--- src/rtl/riscv_pkg.sv ---
// rtl/riscv_pkg.sv - RV32I opcodes, write-back select encodings and immediate helpers
package riscv_pkg;

    localparam logic [6:0] OP_R      = 7'b0110011;
    localparam logic [6:0] OP_IMM    = 7'b0010011;
    localparam logic [6:0] OP_LOAD   = 7'b0000011;
    localparam logic [6:0] OP_STORE  = 7'b0100011;
    localparam logic [6:0] OP_BRANCH = 7'b1100011;
    localparam logic [6:0] OP_JAL    = 7'b1101111;
    localparam logic [6:0] OP_JALR   = 7'b1100111;
    localparam logic [6:0] OP_LUI    = 7'b0110111;
    localparam logic [6:0] OP_AUIPC  = 7'b0010111;

    localparam logic [1:0] M2R_ALU = 2'b00;
    localparam logic [1:0] M2R_MEM = 2'b01;
    localparam logic [1:0] M2R_PC4 = 2'b10;

    typedef enum logic [2:0] {
        IMM_NONE,
        IMM_I,
        IMM_S,
        IMM_B,
        IMM_U,
        IMM_J
    } imm_fmt_e;

    // 32-bit sign-extended immediate for the given format; IMM_NONE yields 0.
    function automatic logic [31:0] gen_imm(input imm_fmt_e fmt, input logic [31:0] ins);
        case (fmt)
            IMM_I:   gen_imm = {{20{ins[31]}}, ins[31:20]};
            IMM_S:   gen_imm = {{20{ins[31]}}, ins[31:25], ins[11:7]};
            IMM_B:   gen_imm = {{19{ins[31]}}, ins[31], ins[7], ins[30:25], ins[11:8], 1'b0};
            IMM_U:   gen_imm = {ins[31:12], 12'b0};
            IMM_J:   gen_imm = {{11{ins[31]}}, ins[31], ins[19:12], ins[20], ins[30:21], 1'b0};
            default: gen_imm = 32'd0;
        endcase
    endfunction

endpackage

--- src/rtl/id_regfile.sv ---
// rtl/id_regfile.sv - 2-read/1-write register file with write-through bypass and hardwired x0
// Ports: clk, rst (async, active-high); we/wa/wd write port; ra1/ra2 read indices; rd1/rd2 read data.
module id_regfile #(
    parameter int XLEN  = 32,
    parameter int NREGS = 32,
    parameter int RA_W  = 5
) (
    input  logic            clk,
    input  logic            rst,
    input  logic            we,
    input  logic [RA_W-1:0] wa,
    input  logic [XLEN-1:0] wd,
    input  logic [RA_W-1:0] ra1,
    input  logic [RA_W-1:0] ra2,
    output logic [XLEN-1:0] rd1,
    output logic [XLEN-1:0] rd2
);

    logic [XLEN-1:0] regs [NREGS];

    // Entry 0 is never written, so it stays at its reset value of zero.
    always_ff @(posedge clk or posedge rst) begin
        if (rst) begin
            for (int i = 0; i < NREGS; i++) begin
                regs[i] <= '0;
            end
        end else if (we && wa != '0) begin
            regs[wa] <= wd;
        end
    end

    // A read of the register being written this cycle sees the new value.
    always_comb begin
        rd1 = regs[ra1];
        if (ra1 == '0) begin
            rd1 = '0;
        end else if (we && wa == ra1) begin
            rd1 = wd;
        end
    end

    always_comb begin
        rd2 = regs[ra2];
        if (ra2 == '0) begin
            rd2 = '0;
        end else if (we && wa == ra2) begin
            rd2 = wd;
        end
    end

endmodule

--- src/rtl/id_stage_pipe.sv ---
// rtl/id_stage_pipe.sv - RV32I decode stage with register file and ID/EXE pipeline register
// Ports: IF/ID instruction/pc/valid in; stall/flush from hazard unit; WB write port;
//        *_ID_EXE decoded operands, immediate and controls out; load_use_HZRD combinational out.
module id_stage_pipe
    import riscv_pkg::*;
#(
    parameter int XLEN  = 32,
    parameter int PC_W  = 15,
    parameter int NREGS = 32,
    parameter int RA_W  = $clog2(NREGS)
) (
    input  logic            clk,
    input  logic            reset,
    input  logic            valid_IF_ID,
    input  logic [31:0]     instruction_IF_ID,
    input  logic [PC_W-1:0] pc_IF_ID,
    input  logic            stall_HZRD,
    input  logic            flush_HZRD,
    input  logic            RegWrite_WB,
    input  logic [RA_W-1:0] write_reg_WB,
    input  logic [XLEN-1:0] write_data_WB,
    output logic            valid_ID_EXE,
    output logic [XLEN-1:0] read_data1_ID_EXE,
    output logic [XLEN-1:0] read_data2_ID_EXE,
    output logic [XLEN-1:0] immediate_ID_EXE,
    output logic [RA_W-1:0] rs1_ID_EXE,
    output logic [RA_W-1:0] rs2_ID_EXE,
    output logic [RA_W-1:0] rd_ID_EXE,
    output logic [PC_W-1:0] pc_ID_EXE,
    output logic [3:0]      ALUOp_ID_EXE,
    output logic            ALUSrc_ID_EXE,
    output logic [3:0]      MemRead_ID_EXE,
    output logic [3:0]      MemWrite_ID_EXE,
    output logic [1:0]      MemtoReg_ID_EXE,
    output logic            RegWrite_ID_EXE,
    output logic            branch_ID_EXE,
    output logic            JAL_ID_EXE,
    output logic            JALR_ID_EXE,
    output logic [PC_W-1:0] branch_address_ID_EXE,
    output logic [PC_W-1:0] jalr_address_ID_EXE,
    output logic            illegal_ID_EXE,
    output logic            load_use_HZRD
);

    localparam int W = 3 * XLEN + 3 * RA_W + 3 * PC_W + 21;

    logic [6:0]      opcode;
    logic [2:0]      f3;
    logic [RA_W-1:0] rs1_f, rs2_f, rd_f;
    assign opcode = instruction_IF_ID[6:0];
    assign f3     = instruction_IF_ID[14:12];
    assign rs1_f  = instruction_IF_ID[15 +: RA_W];
    assign rs2_f  = instruction_IF_ID[20 +: RA_W];
    assign rd_f   = instruction_IF_ID[7 +: RA_W];

    imm_fmt_e   fmt;
    logic       rs1_used, rs2_used, rd_used;
    logic [3:0] d_aluop, d_mr, d_mw;
    logic [1:0] d_m2r;
    logic       d_alusrc, d_br, d_jal, d_jalr, d_ill;

    always_comb begin
        fmt      = IMM_NONE;
        rs1_used = 1'b0;
        rs2_used = 1'b0;
        rd_used  = 1'b0;
        d_aluop  = 4'b0000;
        d_alusrc = 1'b0;
        d_mr     = 4'b0000;
        d_mw     = 4'b0000;
        d_m2r    = M2R_ALU;
        d_br     = 1'b0;
        d_jal    = 1'b0;
        d_jalr   = 1'b0;
        d_ill    = 1'b0;
        case (opcode)
            OP_R: begin
                rs1_used = 1'b1;
                rs2_used = 1'b1;
                rd_used  = 1'b1;
                d_aluop  = {instruction_IF_ID[30], f3};
            end
            OP_IMM: begin
                rs1_used = 1'b1;
                rd_used  = 1'b1;
                fmt      = IMM_I;
                d_alusrc = 1'b1;
                // Only SRAI carries funct7[5] into the ALU op; other I-type ops use imm[10] as data.
                d_aluop  = {instruction_IF_ID[30] & (f3 == 3'b101), f3};
            end
            OP_LOAD: begin
                rs1_used = 1'b1;
                rd_used  = 1'b1;
                fmt      = IMM_I;
                d_alusrc = 1'b1;
                d_mr     = {1'b1, f3};
                d_m2r    = M2R_MEM;
            end
            OP_STORE: begin
                rs1_used = 1'b1;
                rs2_used = 1'b1;
                fmt      = IMM_S;
                d_alusrc = 1'b1;
                d_mw     = {1'b1, f3};
            end
            OP_BRANCH: begin
                rs1_used = 1'b1;
                rs2_used = 1'b1;
                fmt      = IMM_B;
                d_br     = 1'b1;
            end
            OP_JAL: begin
                rd_used = 1'b1;
                fmt     = IMM_J;
                d_jal   = 1'b1;
                d_m2r   = M2R_PC4;
            end
            OP_JALR: begin
                rs1_used = 1'b1;
                rd_used  = 1'b1;
                fmt      = IMM_I;
                d_alusrc = 1'b1;
                d_jalr   = 1'b1;
                d_m2r    = M2R_PC4;
            end
            OP_LUI, OP_AUIPC: begin
                rd_used  = 1'b1;
                fmt      = IMM_U;
                d_alusrc = 1'b1;
            end
            default: begin
                // rs1 still counts as a source so the hazard rule stays uniform.
                rs1_used = 1'b1;
                d_ill    = 1'b1;
            end
        endcase
    end

    // Unused source indices collapse to x0, which also makes their operands read as 0.
    logic [RA_W-1:0] ra1, ra2, rd_out;
    assign ra1    = rs1_used ? rs1_f : '0;
    assign ra2    = rs2_used ? rs2_f : '0;
    assign rd_out = rd_used ? rd_f : '0;

    logic [XLEN-1:0] rf_rd1, rf_rd2;

    id_regfile #(
        .XLEN (XLEN),
        .NREGS(NREGS),
        .RA_W (RA_W)
    ) u_regfile (
        .clk(clk),
        .rst(reset),
        .we (RegWrite_WB),
        .wa (write_reg_WB),
        .wd (write_data_WB),
        .ra1(ra1),
        .ra2(ra2),
        .rd1(rf_rd1),
        .rd2(rf_rd2)
    );

    logic [31:0]     imm32;
    logic [XLEN-1:0] imm;
    logic [PC_W-1:0] imm_pc, baddr, jsum, jaddr;
    logic [XLEN-1:0] op1;
    logic            d_rw;

    assign imm32  = gen_imm(fmt, instruction_IF_ID);
    assign imm    = XLEN'($signed(imm32));
    assign imm_pc = imm[PC_W-1:0];
    assign baddr  = pc_IF_ID + imm_pc;
    assign jsum   = rf_rd1[PC_W-1:0] + imm_pc;
    assign jaddr  = {jsum[PC_W-1:1], 1'b0};
    assign d_rw   = rd_used && (rd_f != '0);

    always_comb begin
        op1 = rf_rd1;
        if (opcode == OP_LUI) begin
            op1 = '0;
        end else if (opcode == OP_AUIPC) begin
            op1 = XLEN'(pc_IF_ID);
        end
    end

    logic [W-1:0] d_bus, q_bus;

    assign d_bus = {1'b1, op1, rf_rd2, imm, ra1, ra2, rd_out, pc_IF_ID,
                    d_aluop, d_alusrc, d_mr, d_mw, d_m2r, d_rw,
                    d_br, d_jal, d_jalr, baddr, jaddr, d_ill};

    // Flush beats stall; an empty IF/ID slot loads the same all-zero bubble as a flush.
    always_ff @(posedge clk or posedge reset) begin
        if (reset) begin
            q_bus <= '0;
        end else if (flush_HZRD) begin
            q_bus <= '0;
        end else if (!stall_HZRD) begin
            q_bus <= valid_IF_ID ? d_bus : '0;
        end
    end

    assign {valid_ID_EXE, read_data1_ID_EXE, read_data2_ID_EXE, immediate_ID_EXE,
            rs1_ID_EXE, rs2_ID_EXE, rd_ID_EXE, pc_ID_EXE,
            ALUOp_ID_EXE, ALUSrc_ID_EXE, MemRead_ID_EXE, MemWrite_ID_EXE, MemtoReg_ID_EXE,
            RegWrite_ID_EXE, branch_ID_EXE, JAL_ID_EXE, JALR_ID_EXE,
            branch_address_ID_EXE, jalr_address_ID_EXE, illegal_ID_EXE} = q_bus;

    // ra1/ra2 are already zero for unused sources and rd_ID_EXE is nonzero here, so unused fields never match.
    assign load_use_HZRD = valid_ID_EXE && MemRead_ID_EXE[3] && (rd_ID_EXE != '0) && valid_IF_ID &&
                           ((rd_ID_EXE == ra1) || (rd_ID_EXE == ra2));

endmodule

--- config.mk ---
export PLATFORM = sky130hd
export DESIGN_NAME = id_stage_pipe
export DESIGN_NICKNAME = d
export VERILOG_FILES = /design/src/rtl/riscv_pkg.sv /design/src/rtl/id_regfile.sv /design/src/rtl/id_stage_pipe.sv
export SDC_FILE = /design/constraint.sdc
export NUM_CORES = 2
export LEC_CHECK = 0
export BUFFER_PORTS_ARGS = -buffer_cell sky130_fd_sc_hd__buf_2
export CORE_MARGIN = 8
export CORE_UTILIZATION = 46
export DETAILED_ROUTE_END_ITERATION = 10
export SLEW_MARGIN = 20
export SYNTH_ARGS = -nofsm -noshare
export SYNTH_HDL_FRONTEND = slang
export SYNTH_SLANG_ARGS = --single-unit
--- constraint.sdc ---
create_clock -name clk -period 35 [get_ports clk]
set_input_delay 1.75 -clock clk [delete_from_list [all_inputs] [get_ports clk]]
set_output_delay 1.75 -clock clk [all_outputs]
set_load 0.05 [all_outputs]
==> out/qor.csv <==
metric,value,unit
synth_cell_types,77,
syn_area,63400,µm²
netlist_instances,5726,
clk_pin_slew,60,ps
ios,268,
final_cell_mix,"1,199 x dfrtp_1, 1,045 x mux2_2, 505 x nand2_1, 391 x o21ai_0, 313 x mux2i_1",
synth_edf_count,0,
path_class,primary input to flip-flop,
synth_ff_type,dfrtp_1,
fin_crit_sh,22.8,%
start_util,46.2,%
routed_wl,245000,µm
setup_tns,0,ps
finalHoldViolCount,0,
pre_cts_ws,26410,ps
cts_sinks,1199,
grt_setup_unrepaired,no,
cts_tree,built,
cpMaxStageDelayCell,buf_4,
cts.path.max_buffers,3,
ys_async_sr_fraction,100,%
drc_errors,0,
worstMarginPinSlew,1200,ps
vias,51600,
leakagePower,31.2,nW
grt_start_max_net_pins,173,
syn_area_per_cell,11.1,µm²
post-route-util,51.4,%
post-route-min-period,7990,ps
max_stage_delay,930,ps
relSlewSlack,20.2,%
drive_gt1_share,30.7,%
grt_pass1_vias,50500,
ys_warn_count,0,
fin_worst_skew,31.9,ps
drtPass1Iterations,9,
htreeDepth,4,
nets,5736,
die_area,150000,µm²
dp_hpwl,135000,µm
path_cells,"buf_2, nand4b_4, nor2_4, or3_4, buf_4, buf_4, a222oi_1, mux2i_1, o2111ai_1, nand3_1, o21ai_0, nor2_1, ha_1, or2_2, a41oi_1, nor2b_1, o21a_1, o41ai_1, xnor3_1, o21ai_1",
grt.total_usage,31.4,%
drt-initial-drc-count,6488,
cp.arrival,8680,ps
max_freq,0.125,GHz
ctsHoldBuffers,0,
core_area,137000,µm²
die_y,387,µm
post_cts_buffers,0,
required,35700,ps
syn-num-nets,5845,
ys_seq_area_share,47.3,%
final_common_cell,dfrtp_1,
clock_latency,790,ps
power_density,55.8,nW/µm²
grt_pass1_wl,356000,µm
rows,136,
crit_fanout,65,
cp-start-kind,primary input,
setup_viol,0,
hp-class,flip-flop to flip-flop,
cpMostUsedCell,buf_4,
setup_slack,27010,ps
drtAntennaViolNets,0,
die_w,387,µm
post_cts_resized,0,
end_kind,flip-flop,
port_buffers,266,
drv_slew,0,
numCtsBuffers,134,
peakVddDrop,0.0000545,V
antenna_found_initial,9,
gr-total-overflow,0,
maxCapViolations,0,
gp_congestion,0.881,
cts_root_buf,clkbuf_16,
area_growth_syn_to_layout,11.3,%
route.detailed.wl_per_inst,32.5,µm
run_status,"complete, no violations",
synth_seq_cells,1199,
via_per_inst,6.87,
-- metrics by stage --
stage | total power [mW] | hold WS [ps] | std cells | area (µm²)
2_1_floorplan | 2.25 | 450 | 5726 | 63400
3_3_place_gp | 2.42 | 387 | 7273 | 65800
3_5_place_dp | 2.44 | 389 | 7274 | 65800
4_1_cts | 3.94 | 403 | 7517 | 70500
5_1_grt | 4.08 | 412 | 7519 | 70600
6_report | 3.94 | 400 | 7520 | 70600
-- layout make-up --
type	instances	area, µm²
flip-flops and latches	1199	30000
clock inverters	38	534
fillers	12200	66600
inverters	21	82.6
diodes	2	5.00
repair buffers	385	2310
multi-input cells	3876	31200
clock buffers	205	4150
well taps	1794	2240
-- report_power, final --
group          total (mW)  leakage (nW)  internal (mW)  switching, mW
combinational       0.636          13.4          0.314          0.322
sequential           1.80          15.6           1.62          0.182
clock                1.50          2.31          0.899          0.605
-- routing by layer --
| layer | wire length (µm) | up-vias | track usage, % |
|---|---|---|---|
| met3 | 24200 | 776 | 7.59 |
| met1 | 96200 | 26500 | 41.2 |
| met4 | 14700 | 8 | 16.5 |
| li1 | - | 21300 | - |
| met5 | 61 | - | 0 |
| met2 | 110000 | 3085 | 48.2 |
-- worst max-delay path, delay by kind of cell --
kind                       cells  cell delay, ps
and+or+nand+nor                7            2210
buffers and inverters          3            2060
AOI/OAI and AO/OA              7            1650
xor gates and xnor gates       1             450
adders and majority gates      1             300
muxes                          1             180
-- worst paths after layout --
path                                            from                    to  slack, ps  cells past startpoint
min in group asynchronous                      reset             q_bus[26]        970                      2
worst max register to register   u_regfile.regs[705]             q_bus[15]      30180                     18
worst min register to register  u_regfile.regs[1015]  u_regfile.regs[1015]        400                      0
worst max-delay path            instruction_IF_ID[6]             q_bus[15]      27010                     20
worst min-delay path            u_regfile.regs[1015]  u_regfile.regs[1015]        400                      0
max in group asynchronous                      reset   u_regfile.regs[952]      29120                      8
-- sequential cells by signal, indices dropped and copies added (netlist names) --
signal / flops
u_regfile.regs: 1024
q_bus: 175
-- synth_stat cells (all sizes together), types with 49 or more instances --
master / n / area [µm²]
a211oi: 136 / 1030
a21oi: 133 / 666
a221oi: 256 / 2250
a222oi: 53 / 531
a22o: 49 / 429
and3: 49 / 307
buf: 154 / 701
clkbuf: 476 / 1790
dfrtp: 1199 / 30000
mux2: 1045 / 11800
mux2i: 313 / 3130
nand2: 520 / 1950
nand3: 125 / 626
nor2: 161 / 612
nor2b: 77 / 482
nor3: 53 / 297
o21ai: 408 / 2040
-- cell families (layout without fill, tap and decap cells) --
logic type                 after synthesis  in the layout  share of synthesized area [%]
and+or+nand+nor                       1040           1040                           7.34
buffers and inverters                  651            649                           4.05
muxes                                 1391           1391                           24.7
other                                    1              3                        0.00592
adders and majority gates               29             29                          0.596
AOI/OAI and AO/OA                     1377           1377                           15.5
DFF                                   1199           1199                           47.3
xor gates and xnor gates                38             38                          0.547
No activity file was read; power rests on OpenSTA's default activity.
